==> src/rtl/lib_switch_allocator.sv <==
// -----------------------------------------------------------------------------
// lib_switch_allocator
//
// Per-output round-robin switch allocator for an N-input x M-output packet
// crossbar. Each input presents at most one (one-hot) output request per
// cycle; every output independently picks one requesting input, starting its
// search at a registered round-robin pointer. The result is returned as
// per-input grants and as per-output one-hot crossbar select vectors. Grants are
// combinational (zero latency) from the requests, the enables and the
// registered state. Arbitration state updates on the rising clock edge.
//
// Optional feature (compile-time macro LIB_SWITCH_ALLOC_LOCK_EN):
//   Wormhole output locking. A granted non-tail flit locks its output to the
//   winning input until that input's tail flit is granted. Without the macro,
//   i_tail is ignored and every flit is arbitrated on its own.
//
// Parameters:
//   N        number of inputs (input buffers / crossbar inputs)
//   M        number of outputs (crossbar outputs)
//
// Ports:
//   clk      clock
//   reset    synchronous, active-high reset; forces o_grant/o_sel to zero
//   i_req    [0:N-1][0:M-1] per-input one-hot output request; bit [j][i] set
//            means input j requests output i; rows with more than one bit set
//            are illegal and ignored
//   i_tail   [0:N-1] flit presented by input j is a packet tail
//            (only used with LIB_SWITCH_ALLOC_LOCK_EN)
//   i_en     [0:M-1] output i can accept a flit this cycle
//   o_grant  [0:N-1] input j wins an output and its flit transfers this cycle
//   o_sel    [0:M-1][0:N-1] per-output one-hot input select for the crossbar;
//            all-zero means the output is idle
// -----------------------------------------------------------------------------
module lib_switch_allocator #(
    parameter int unsigned N = 5,
    parameter int unsigned M = 5
) (
    input  logic                clk,
    input  logic                reset,
    input  logic [0:N-1][0:M-1] i_req,
    input  logic [0:N-1]        i_tail,
    input  logic [0:M-1]        i_en,
    output logic [0:N-1]        o_grant,
    output logic [0:M-1][0:N-1] o_sel
);

    localparam int unsigned PtrW = (N > 1) ? $clog2(N) : 1;

    typedef logic [PtrW-1:0] ptr_t;

    // Round-robin successor of an input index, wrapping N-1 back to 0.
    function automatic ptr_t ptr_inc(input ptr_t p);
        if (p == ptr_t'(N - 1)) begin
            return '0;
        end
        return p + ptr_t'(1);
    endfunction

    // -------------------------------------------------------------------------
    // State
    // -------------------------------------------------------------------------
    ptr_t ptr_q [M];
    ptr_t ptr_d [M];

`ifdef LIB_SWITCH_ALLOC_LOCK_EN
    logic [0:M-1] lock_vld_q;
    logic [0:M-1] lock_vld_d;
    ptr_t         lock_own_q [M];
    ptr_t         lock_own_d [M];
`else
    // Tail flags carry no meaning when outputs are never locked.
    logic         unused_tail;
    assign unused_tail = ^i_tail;
`endif

    // -------------------------------------------------------------------------
    // Request qualification
    // -------------------------------------------------------------------------
    logic [0:N-1]        legal;
    logic [0:M-1][0:N-1] cand;

    always_comb begin
        legal = '0;
        cand  = '0;
        for (int unsigned j = 0; j < N; j++) begin
            // A multi-hot row is a malformed request: treat the input as idle.
            legal[j] = $onehot(i_req[j]);
        end
        for (int unsigned i = 0; i < M; i++) begin
            for (int unsigned j = 0; j < N; j++) begin
                cand[i][j] = legal[j] & i_req[j][i];
            end
        end
    end

    // -------------------------------------------------------------------------
    // Per-output arbitration
    // -------------------------------------------------------------------------
    logic [0:M-1] win_vld;
    ptr_t         win_idx [M];
    logic [0:M-1] gnt_vld;
    logic [PtrW:0] scan;

    always_comb begin
        win_vld = '0;
        gnt_vld = '0;
        scan    = '0;
        for (int unsigned i = 0; i < M; i++) begin
            win_idx[i] = '0;
            // First candidate at or after the pointer, modulo N.
            for (int unsigned k = 0; k < N; k++) begin
                scan = {1'b0, ptr_q[i]} + (PtrW + 1)'(k);
                if (scan >= (PtrW + 1)'(N)) begin
                    scan = scan - (PtrW + 1)'(N);
                end
                if (!win_vld[i] && cand[i][scan[PtrW-1:0]]) begin
                    win_vld[i] = 1'b1;
                    win_idx[i] = scan[PtrW-1:0];
                end
            end
`ifdef LIB_SWITCH_ALLOC_LOCK_EN
            // A locked output only ever serves its owner; everyone else waits.
            if (lock_vld_q[i]) begin
                win_vld[i] = cand[i][lock_own_q[i]];
                win_idx[i] = lock_own_q[i];
            end
`endif
            gnt_vld[i] = win_vld[i] & i_en[i] & ~reset;
        end
    end

    // -------------------------------------------------------------------------
    // Outputs
    // -------------------------------------------------------------------------
    always_comb begin
        o_sel   = '0;
        o_grant = '0;
        for (int unsigned i = 0; i < M; i++) begin
            if (gnt_vld[i]) begin
                o_sel[i][win_idx[i]] = 1'b1;
            end
        end
        // Each input requests at most one output, so this OR never merges
        // two grants for the same input.
        for (int unsigned i = 0; i < M; i++) begin
            o_grant = o_grant | o_sel[i];
        end
    end

    // -------------------------------------------------------------------------
    // Next state
    // -------------------------------------------------------------------------
    always_comb begin
        for (int unsigned i = 0; i < M; i++) begin
            ptr_d[i] = ptr_q[i];
        end
`ifdef LIB_SWITCH_ALLOC_LOCK_EN
        lock_vld_d = lock_vld_q;
        for (int unsigned i = 0; i < M; i++) begin
            lock_own_d[i] = lock_own_q[i];
        end
`endif
        for (int unsigned i = 0; i < M; i++) begin
            if (gnt_vld[i]) begin
`ifdef LIB_SWITCH_ALLOC_LOCK_EN
                if (i_tail[win_idx[i]]) begin
                    // Tail (or single-flit packet): release and move on.
                    lock_vld_d[i] = 1'b0;
                    ptr_d[i]      = ptr_inc(win_idx[i]);
                end else begin
                    // Head/body: hold the output, pointer frozen until tail.
                    lock_vld_d[i] = 1'b1;
                    lock_own_d[i] = win_idx[i];
                end
`else
                ptr_d[i] = ptr_inc(win_idx[i]);
`endif
            end
        end
    end

    always_ff @(posedge clk) begin
        if (reset) begin
            for (int unsigned i = 0; i < M; i++) begin
                ptr_q[i] <= '0;
            end
`ifdef LIB_SWITCH_ALLOC_LOCK_EN
            lock_vld_q <= '0;
            for (int unsigned i = 0; i < M; i++) begin
                lock_own_q[i] <= '0;
            end
`endif
        end else begin
            for (int unsigned i = 0; i < M; i++) begin
                ptr_q[i] <= ptr_d[i];
            end
`ifdef LIB_SWITCH_ALLOC_LOCK_EN
            lock_vld_q <= lock_vld_d;
            for (int unsigned i = 0; i < M; i++) begin
                lock_own_q[i] <= lock_own_d[i];
            end
`endif
        end
    end

endmodule
==> config.mk <==
export PLATFORM = sky130hd
export DESIGN_NAME = lib_switch_allocator
export DESIGN_NICKNAME = d
export VERILOG_FILES = /design/src/rtl/lib_switch_allocator.sv
export SDC_FILE = /design/constraint.sdc
export NUM_CORES = 1
export LEC_CHECK = 0
export CAP_MARGIN = 20
export CORE_AREA = 4 4 112 114
export CTS_CLUSTER_SIZE = 30
export DETAILED_ROUTE_END_ITERATION = 10
export DIE_AREA = 0 0 116 118
export GPL_TIMING_DRIVEN = 0
export PLACE_DENSITY_LB_ADDON = 0.08
export SKIP_LAST_GASP = 1
export SLEW_MARGIN = 20
export SYNTH_ARGS = -nofsm -noshare
export SYNTH_HDL_FRONTEND = slang
export SYNTH_SLANG_ARGS = --single-unit
==> constraint.sdc <==
create_clock -name clk -period 17.5 [get_ports clk]
set_input_delay 4.375 -clock clk [delete_from_list [all_inputs] [get_ports clk]]
set_output_delay 4.375 -clock clk [all_outputs]
set_load 0.03 [all_outputs]
==> summary.md, run 1 <==
| Metric | Value |
|---|---|
| Status | `finished, final reports clean` |
| WL final | `20900 µm` |
| Worst slew pin tran | `0.891 ns` |
| Design area | `0.00770 mm²` |
| Largest net degree at the start of global routing | `13` |
| Fraction of layout cells with a size suffix above 1 | `8.57%` |
| Relative slew slack | `40.5%` |
| Cell Rows | `39` |
| Mapped Area | `0.00682 mm²` |
| Final nets | `1112` |
| PD cells | `188 mW/mm²` |
| Skew-Pair Late Insertion Delay | `0.25 ns` |
| CP Capture Type | `output port` |
| Placer Congestion | `0.995` |
| Num Clock Sinks | `15` |
| First-pass GRT wire length | `33500 µm` |
| P&R area growth vs syn | `12.9%` |
| Flop pwr share | `5.2%` |
| Worst path slowest cell | `nor3_1` |
| Die height | `118 µm` |
| Total Routing Usage GR | `29.3%` |
| Worst Setup Start Kind | `input port` |
| Clock Skew | `0.000205 ns` |
| Vias in the first global route | `6880` |
| Final setup violation count | `0` |
| Post-layout util | `67.4%` |
| Slowest stage delay, CP | `0.74 ns` |
| Post-CTS setup buffers | `0` |
| Most flop-heavy register | `ptr_q` |
| Tcrit/Tclk final | `83.0%` |
| Post-Synthesis Cells | `940` |
| DRT Pass-1 Iters | `5` |
| CP Data Required Time | `13.12 ns` |
| Congestion Overflow GR | `0` |
| Comb pwr share | `91.5%` |
| Post-synthesis cell type count | `98` |
| Post-DP Area | `0.00762 mm²` |
| WL/cell | `18.2 µm` |
| CTS tree | `done` |
| Biggest regs | `ptr_q (15)` |
| Main flop type after synthesis | `dfxtp_1` |
| Core Region | `0.0114 mm²` |
| Net Count, Synth | `1047` |
| # hold bufs at CTS | `0` |
| EDFF count, synth | `0` |
| Syn_area_per_cell | `7.26 µm²` |
| Clock Power Share | `3.3%` |
| WS Path Type | `input port to output port` |
| P_int | `0.000599 W` |
| Total CTS buffers | `3` |
| Pre-CTS WS | `3.09 ns` |
| Post-cts repair resize count | `0` |
| Synthesized flop and latch total | `15` |
| RSZ-0062 raised after global routing | `false` |
| Most common cell after layout, fill and taps aside | `inv_1` |
| Number of vias per cell | `6.61` |
| Initial antenna violation count | `0` |
| Vias | `7582` |
| Sw Share | `58.7%` |
| Type of the most critical hold path | `flip-flop to flip-flop` |
| Chip width | `116 µm` |
| WP buf/inv | `4` |
| Clock slew at reported path FFs | `0.06 ns` |
| DRC violation count after routing | `0` |
| IO Pins | `67` |
| Post-synthesis async set-or-reset flop share | `0%` |
| Peak supply drop | `0.000171 V` |
| Leak Pwr | `3.24 nW` |
| Routed Antenna Nets | `0` |
| Synth warn | `0` |
| Most frequent cells in the layout | `inv_1, nor2_1, clkdlybuf4s50_1, ha_1, nand2_1` |
| Clk buf depth | `2` |
| Crit path cell chain | `clkdlybuf4s50_1 > inv_1 > fa_1 > fa_1 > inv_1 > ha_1 > nor3_1 > nand2_1 > nor4b_1 > nor4_2 > o41a_1 > a211oi_1 > o22ai_2 > or3b_4 > nor2_1 > or4b_1 > clkdlybuf4s50_1` |
| PortBufs | `60` |
| DP HPWL | `16800 µm` |
| CTS root buf | `clkbuf_16` |
| Crit path max fanout | `6` |
| Psw | `0.000851 W` |
| Die Area | `0.0137 mm²` |
| CP delay by family, top | `simple AND/OR/NAND/NOR gates` |
| Setup tns final | `0 ns` |
| Hold Fails Final Rpt | `0` |
| Fmax | `0.0689 GHz` |
| Tmin final | `14.52 ns` |
| Slack of the critical path | `2.98 ns` |
| CTS H-tree depth | `1` |
| Seq/Total Area, Yosys | `4.40%` |
| Initial cell density of the core | `59.7%` |
| Max-Cap Viols | `0` |
| CP arrival | `10.15 ns` |
| Max FFs per register | `15` |
| Diodes inserted | `0` |
| Max-slew violation count | `0` |
| Detailed Route Iter0 Violations | `597` |
## path summary, 6_finish.rpt
kind	from	endpoint	slack, ns	cells past startpoint
worst max-delay path	i_req[10]	o_grant[4]	2.98	17
worst max register to register	ptr_q[0][12]	ptr_q[0][14]	12.56	19
worst min register to register	ptr_q[0][4]	ptr_q[0][4]	0.71	2
worst min-delay path	ptr_q[0][4]	ptr_q[0][4]	0.71	2
## per-layer routing
metal  wire length, µm  global-route usage, %
met1              9450                   42.2
met2              9360                   46.2
met3              1760                   3.96
met4               363                   6.16
met5                 0                      0
## synth_stat cells, types with 5 or more instances
cell type | instances | area (µm²)
inv_1 | 91 | 342
nor2_1 | 84 | 315
ha_1 | 55 | 688
nand2_1 | 53 | 199
o21ai_0 | 45 | 225
mux2i_1 | 38 | 380
a21oi_1 | 35 | 175
nor3_1 | 26 | 130
and2_1 | 25 | 156
nor2b_1 | 23 | 144
nand4_1 | 22 | 138
a211oi_1 | 21 | 158
clkbuf_1 | 21 | 78.8
nand2b_1 | 18 | 113
xnor2_1 | 18 | 158
buf_2 | 16 | 80.1
nand3_1 | 16 | 80.1
dfxtp_1 | 15 | 300
fa_1 | 15 | 300
nor4b_1 | 15 | 131
or3_1 | 13 | 81.3
or4_1 | 11 | 82.6
a31oi_1 | 10 | 62.6
and3_1 | 10 | 62.6
nor3b_1 | 10 | 75.1
o21a_1 | 10 | 75.1
or4b_1 | 10 | 100
a21o_1 | 9 | 67.6
a221oi_1 | 9 | 78.8
o211ai_1 | 9 | 67.6
o22ai_1 | 9 | 56.3
a211o_1 | 8 | 70.1
and3b_1 | 8 | 70.1
nor4_1 | 8 | 50.1
o31ai_1 | 8 | 60.1
mux2_2 | 7 | 78.8
a32oi_1 | 6 | 52.6
a21bo_2 | 5 | 50.1
a22oi_1 | 5 | 37.5
nand3b_1 | 5 | 37.5
nor4b_2 | 5 | 75.1
or2_2 | 5 | 31.3
## kinds of logic (layout without fill, tap and decap cells)
kind of cell / count (synthesis) / count (layout) / share of synthesized area, %
DFF: 15 / 15 / 4.40
AOI/OAI and AO/OA: 261 / 261 / 28.7
muxes: 50 / 50 / 8.26
and+or+nand+nor: 388 / 388 / 33.5
buffers and inverters: 135 / 199 / 7.83
xor gates and xnor gates: 21 / 21 / 2.81
adders and majority gates: 70 / 70 / 14.5
## power by group through the flow
stage                     Combinational, W  Sequential, W  Clock (W)
after CTS                          0.00130      0.0000746  0.0000478
after global routing               0.00145      0.0000781  0.0000502
final                              0.00133      0.0000755  0.0000482
after floorplan                    0.00101      0.0000662          0
after global placement             0.00128      0.0000749          0
after detailed placement           0.00129      0.0000754          0
## through the flow
| step | power, W | hold slack [ns] | std cells |
|---|---|---|---|
| 2_1_floorplan | 0.00108 | 0.603 | 940 |
| 4_1_cts | 0.00142 | 0.709 | 1147 |
| 6_report | 0.00145 | 0.711 | 1147 |
| 3_5_place_dp | 0.00137 | 0.697 | 1143 |
| 5_1_grt | 0.00158 | 0.765 | 1147 |
| 3_3_place_gp | 0.00135 | 0.676 | 1143 |
## worst register-to-register path: cells and delay by family (launching register included)
kind / cells / cell delay (ns)
muxes: 1 / 0.14
adders and majority gates: 3 / 0.81
and+or+nand+nor: 5 / 1.23
DFF: 1 / 0.40
buffers and inverters: 5 / 0.90
AOI/OAI and AO/OA: 5 / 1.38
## cell type report
class / instances / area (µm²)
flip-flops and latches: 15 / 300
clock buffers: 3 / 75.1
well taps: 143 / 179
clock inverters: 1 / 5.00
inverters: 93 / 349
repair buffers: 60 / 601
fillers: 1047 / 3720
plain buffers: 42 / 185
multi-input cells: 790 / 6000
Note: power is estimated with default switching activity, not from simulation.
==> run 2, diff against run 1 <==
==> constraint.sdc (replaced) <==
create_clock -name clk -period 15.09 [get_ports clk]
set_input_delay 3.7725 -clock clk [delete_from_list [all_inputs] [get_ports clk]]
set_output_delay 3.7725 -clock clk [all_outputs]
set_load 0.03 [all_outputs]
==> results of run 2 <==
The final DEF is identical to that of run 1. Status: finished, final reports clean.
Main changes from that run: setup slack after placement 3.09 ns -> 1.88 ns; setup slack after layout 2.98 ns -> 1.77 ns; register-to-register setup slack 12.56 ns -> 10.15 ns; total power 0.00145 W -> 0.00168 W; worst IR drop on VDD 0.000171 V -> 0.000199 V
==> edit: new RTL, flow settings as in run 2 <==
The parameter `M` goes from 5 to 6.
--- a/src/rtl/lib_switch_allocator.sv
+++ b/src/rtl/lib_switch_allocator.sv
@@ -33,7 +33,7 @@
 // -----------------------------------------------------------------------------
 module lib_switch_allocator #(
     parameter int unsigned N = 5,
-    parameter int unsigned M = 5
+    parameter int unsigned M = 6
 ) (
     input  logic                clk,
     input  logic                reset,
Ports: changed (resized i_en, i_req and o_sel); port bits go from 67 to 78. The function was not compared with the original's and may differ.
==> edit against run 2 <==
  * Area after synthesis rose by 21%
  * Largest power group unchanged
  * Worst setup slack got worse by 1.0 ns
  * Sequential cell count rose by 3
  * Clock power rose by 21%
  * Routed wire length rose by 27%
  * Cell area rose by 20%
  * Total power rose by 20%
  * Non-clock buffer count rose by 17
==> edit: results (changes against run 2) <==
{
  "setup_path": {
    "crit_slowest_cell": {"value": "sky130_fd_sc_hd__nor4bb_1", "change": "was sky130_fd_sc_hd__nor3_1"},
    "r2r_cells": {"value": 17, "change": "was 19"},
    "cp_data_arrival_time": {"value": 10.56, "unit": "ns", "change": "was 9.55 ns"},
    "slowest_delay": {"value": 0.95, "unit": "ns", "change": "was 0.74 ns"},
    "regToRegStartpoint": {"value": "ptr_q[4][0]", "change": "was ptr_q[0][12]"},
    "critical_path_peak_fanout": {"value": 10, "change": "was 6"},
    "reg2reg_to": {"value": "ptr_q[4][2]", "change": "was ptr_q[0][14]"}
  },
  "logic_synthesis": {
    "synth_cell_types": {"value": 89, "change": "was 98"},
    "netlist_top_cells_count": {"value": "sky130_fd_sc_hd__inv_1, sky130_fd_sc_hd__nor2_1, sky130_fd_sc_hd__a21oi_1", "change": "was sky130_fd_sc_hd__inv_1, sky130_fd_sc_hd__nor2_1, sky130_fd_sc_hd__ha_1"},
    "postSynthNetCount": {"value": 1282, "change": "was 1047"},
    "sequential_to_total_area_share_from_yosys_stat": {"value": 4.372, "unit": "%", "change": "was 4.403%"}
  },
  "run_status": {
    "outcome": {"value": "finished clean", "change": "unchanged"}
  },
  "layout": {
    "layout-drive-gt1-share": {"value": 4.797, "unit": "%", "change": "was 8.566%"}
  },
  "place": {
    "placed_insts": {"value": 1369, "change": "was 1143"},
    "gp_congestion": {"value": 1.014, "change": "was 0.9950"},
    "pre_cts_slack": {"value": 1.026, "unit": "ns", "change": "was 1.884 ns"},
    "port_buffers": {"value": 71, "change": "was 60"}
  },
  "sta": {
    "max-slew-margin-rel": {"value": 24.11, "unit": "%", "change": "was 40.45%"},
    "hold_slack": {"value": 0.6662, "unit": "ns", "change": "was 0.7108 ns"},
    "post_route_clock_skew": {"value": 0.001309, "unit": "ns", "change": "was 0.0002048 ns"},
    "min_period_over_period": {"value": 94.95, "unit": "%", "change": "was 88.26%"}
  },
  "power": {
    "internal_power": {"value": 0.8163, "unit": "mW", "change": "was 0.6950 mW"},
    "switching_share": {"value": 59.61, "unit": "%", "change": "was 58.67%"},
    "leakage": {"value": 3.955, "unit": "nW", "change": "was 3.238 nW"},
    "vdd_drop_max": {"value": 0.2194, "unit": "mV", "change": "was 0.1988 mV"}
  },
  "global_routing": {
    "grt_pass1_wl": {"value": 42.02, "unit": "mm", "change": "was 33.51 mm"},
    "first_global_vias": {"value": 8639, "change": "was 6880"}
  },
  "route": {
    "routed_wirelength": {"value": 26.62, "unit": "mm", "change": "was 20.92 mm"}
  }
}
-- edit: cell count changes in the layout (fill, tap and decap cells not counted), sizes merged, moves of 12 or more --
| cell | delta |
|---|---|
| nor4b | -15 |
| or4b | -13 |
| nand4bb | +14 |
| o22ai | +14 |
| clkbuf | +14 |
| nand2 | +15 |
| a211o | +13 |
| mux2i | +13 |
| a21oi | +35 |
| inv | +25 |
| nor4bb | +15 |
| nand4 | -12 |
-- edit: cell families after synthesis --
family | after synthesis | share of synthesized area, %
and+or+nand+nor | 445 | 31.21
AOI/OAI and AO/OA | 353 | 30.59
xor gates and xnor gates | 25 | 2.656
buffers and inverters | 165 | 7.741
DFF | 18 | 4.372
adders and majority gates | 84 | 14.66
muxes | 65 | 8.774
-- edit: final cells by class --
cell class	instances	area (um2)	share of cell area [%]
Multi-Input combinational cell	972	7276	78.63
Timing Repair Buffer	71	710.7	7.681
Inverter	117	439.2	4.746
Sequential cell	18	360.3	3.895
Buffer	48	198.9	2.150
Tap cell	143	178.9	1.934
Clock buffer	4	88.84	0.9601
-- edit: worst max-delay path by stage --
| stage | endpoint | slack [ns] | cells past startpoint | startpoint |
|---|---|---|---|---|
| 6_report | o_grant[3] | 0.76 | 18 | i_req[25] |
| 5_1_grt | o_grant[3] | 0.69 | 18 | i_req[24] |
| 4_1_cts | o_grant[3] | 0.99 | 18 | i_req[25] |
| 3_5_place_dp | o_grant[3] | 1.03 | 18 | i_req[24] |
| 3_3_place_gp | o_grant[3] | 0.95 | 16 | i_req[18] |
| 2_1_floorplan | o_grant[0] | 1.98 | 15 | i_req[18] |
-- edit: metal layers --
metal	GRT usage [%]	wire length, um
met5	0	0
met2	58.06	11850
met4	14.72	1170
met1	50.20	10690
met3	6.170	2909
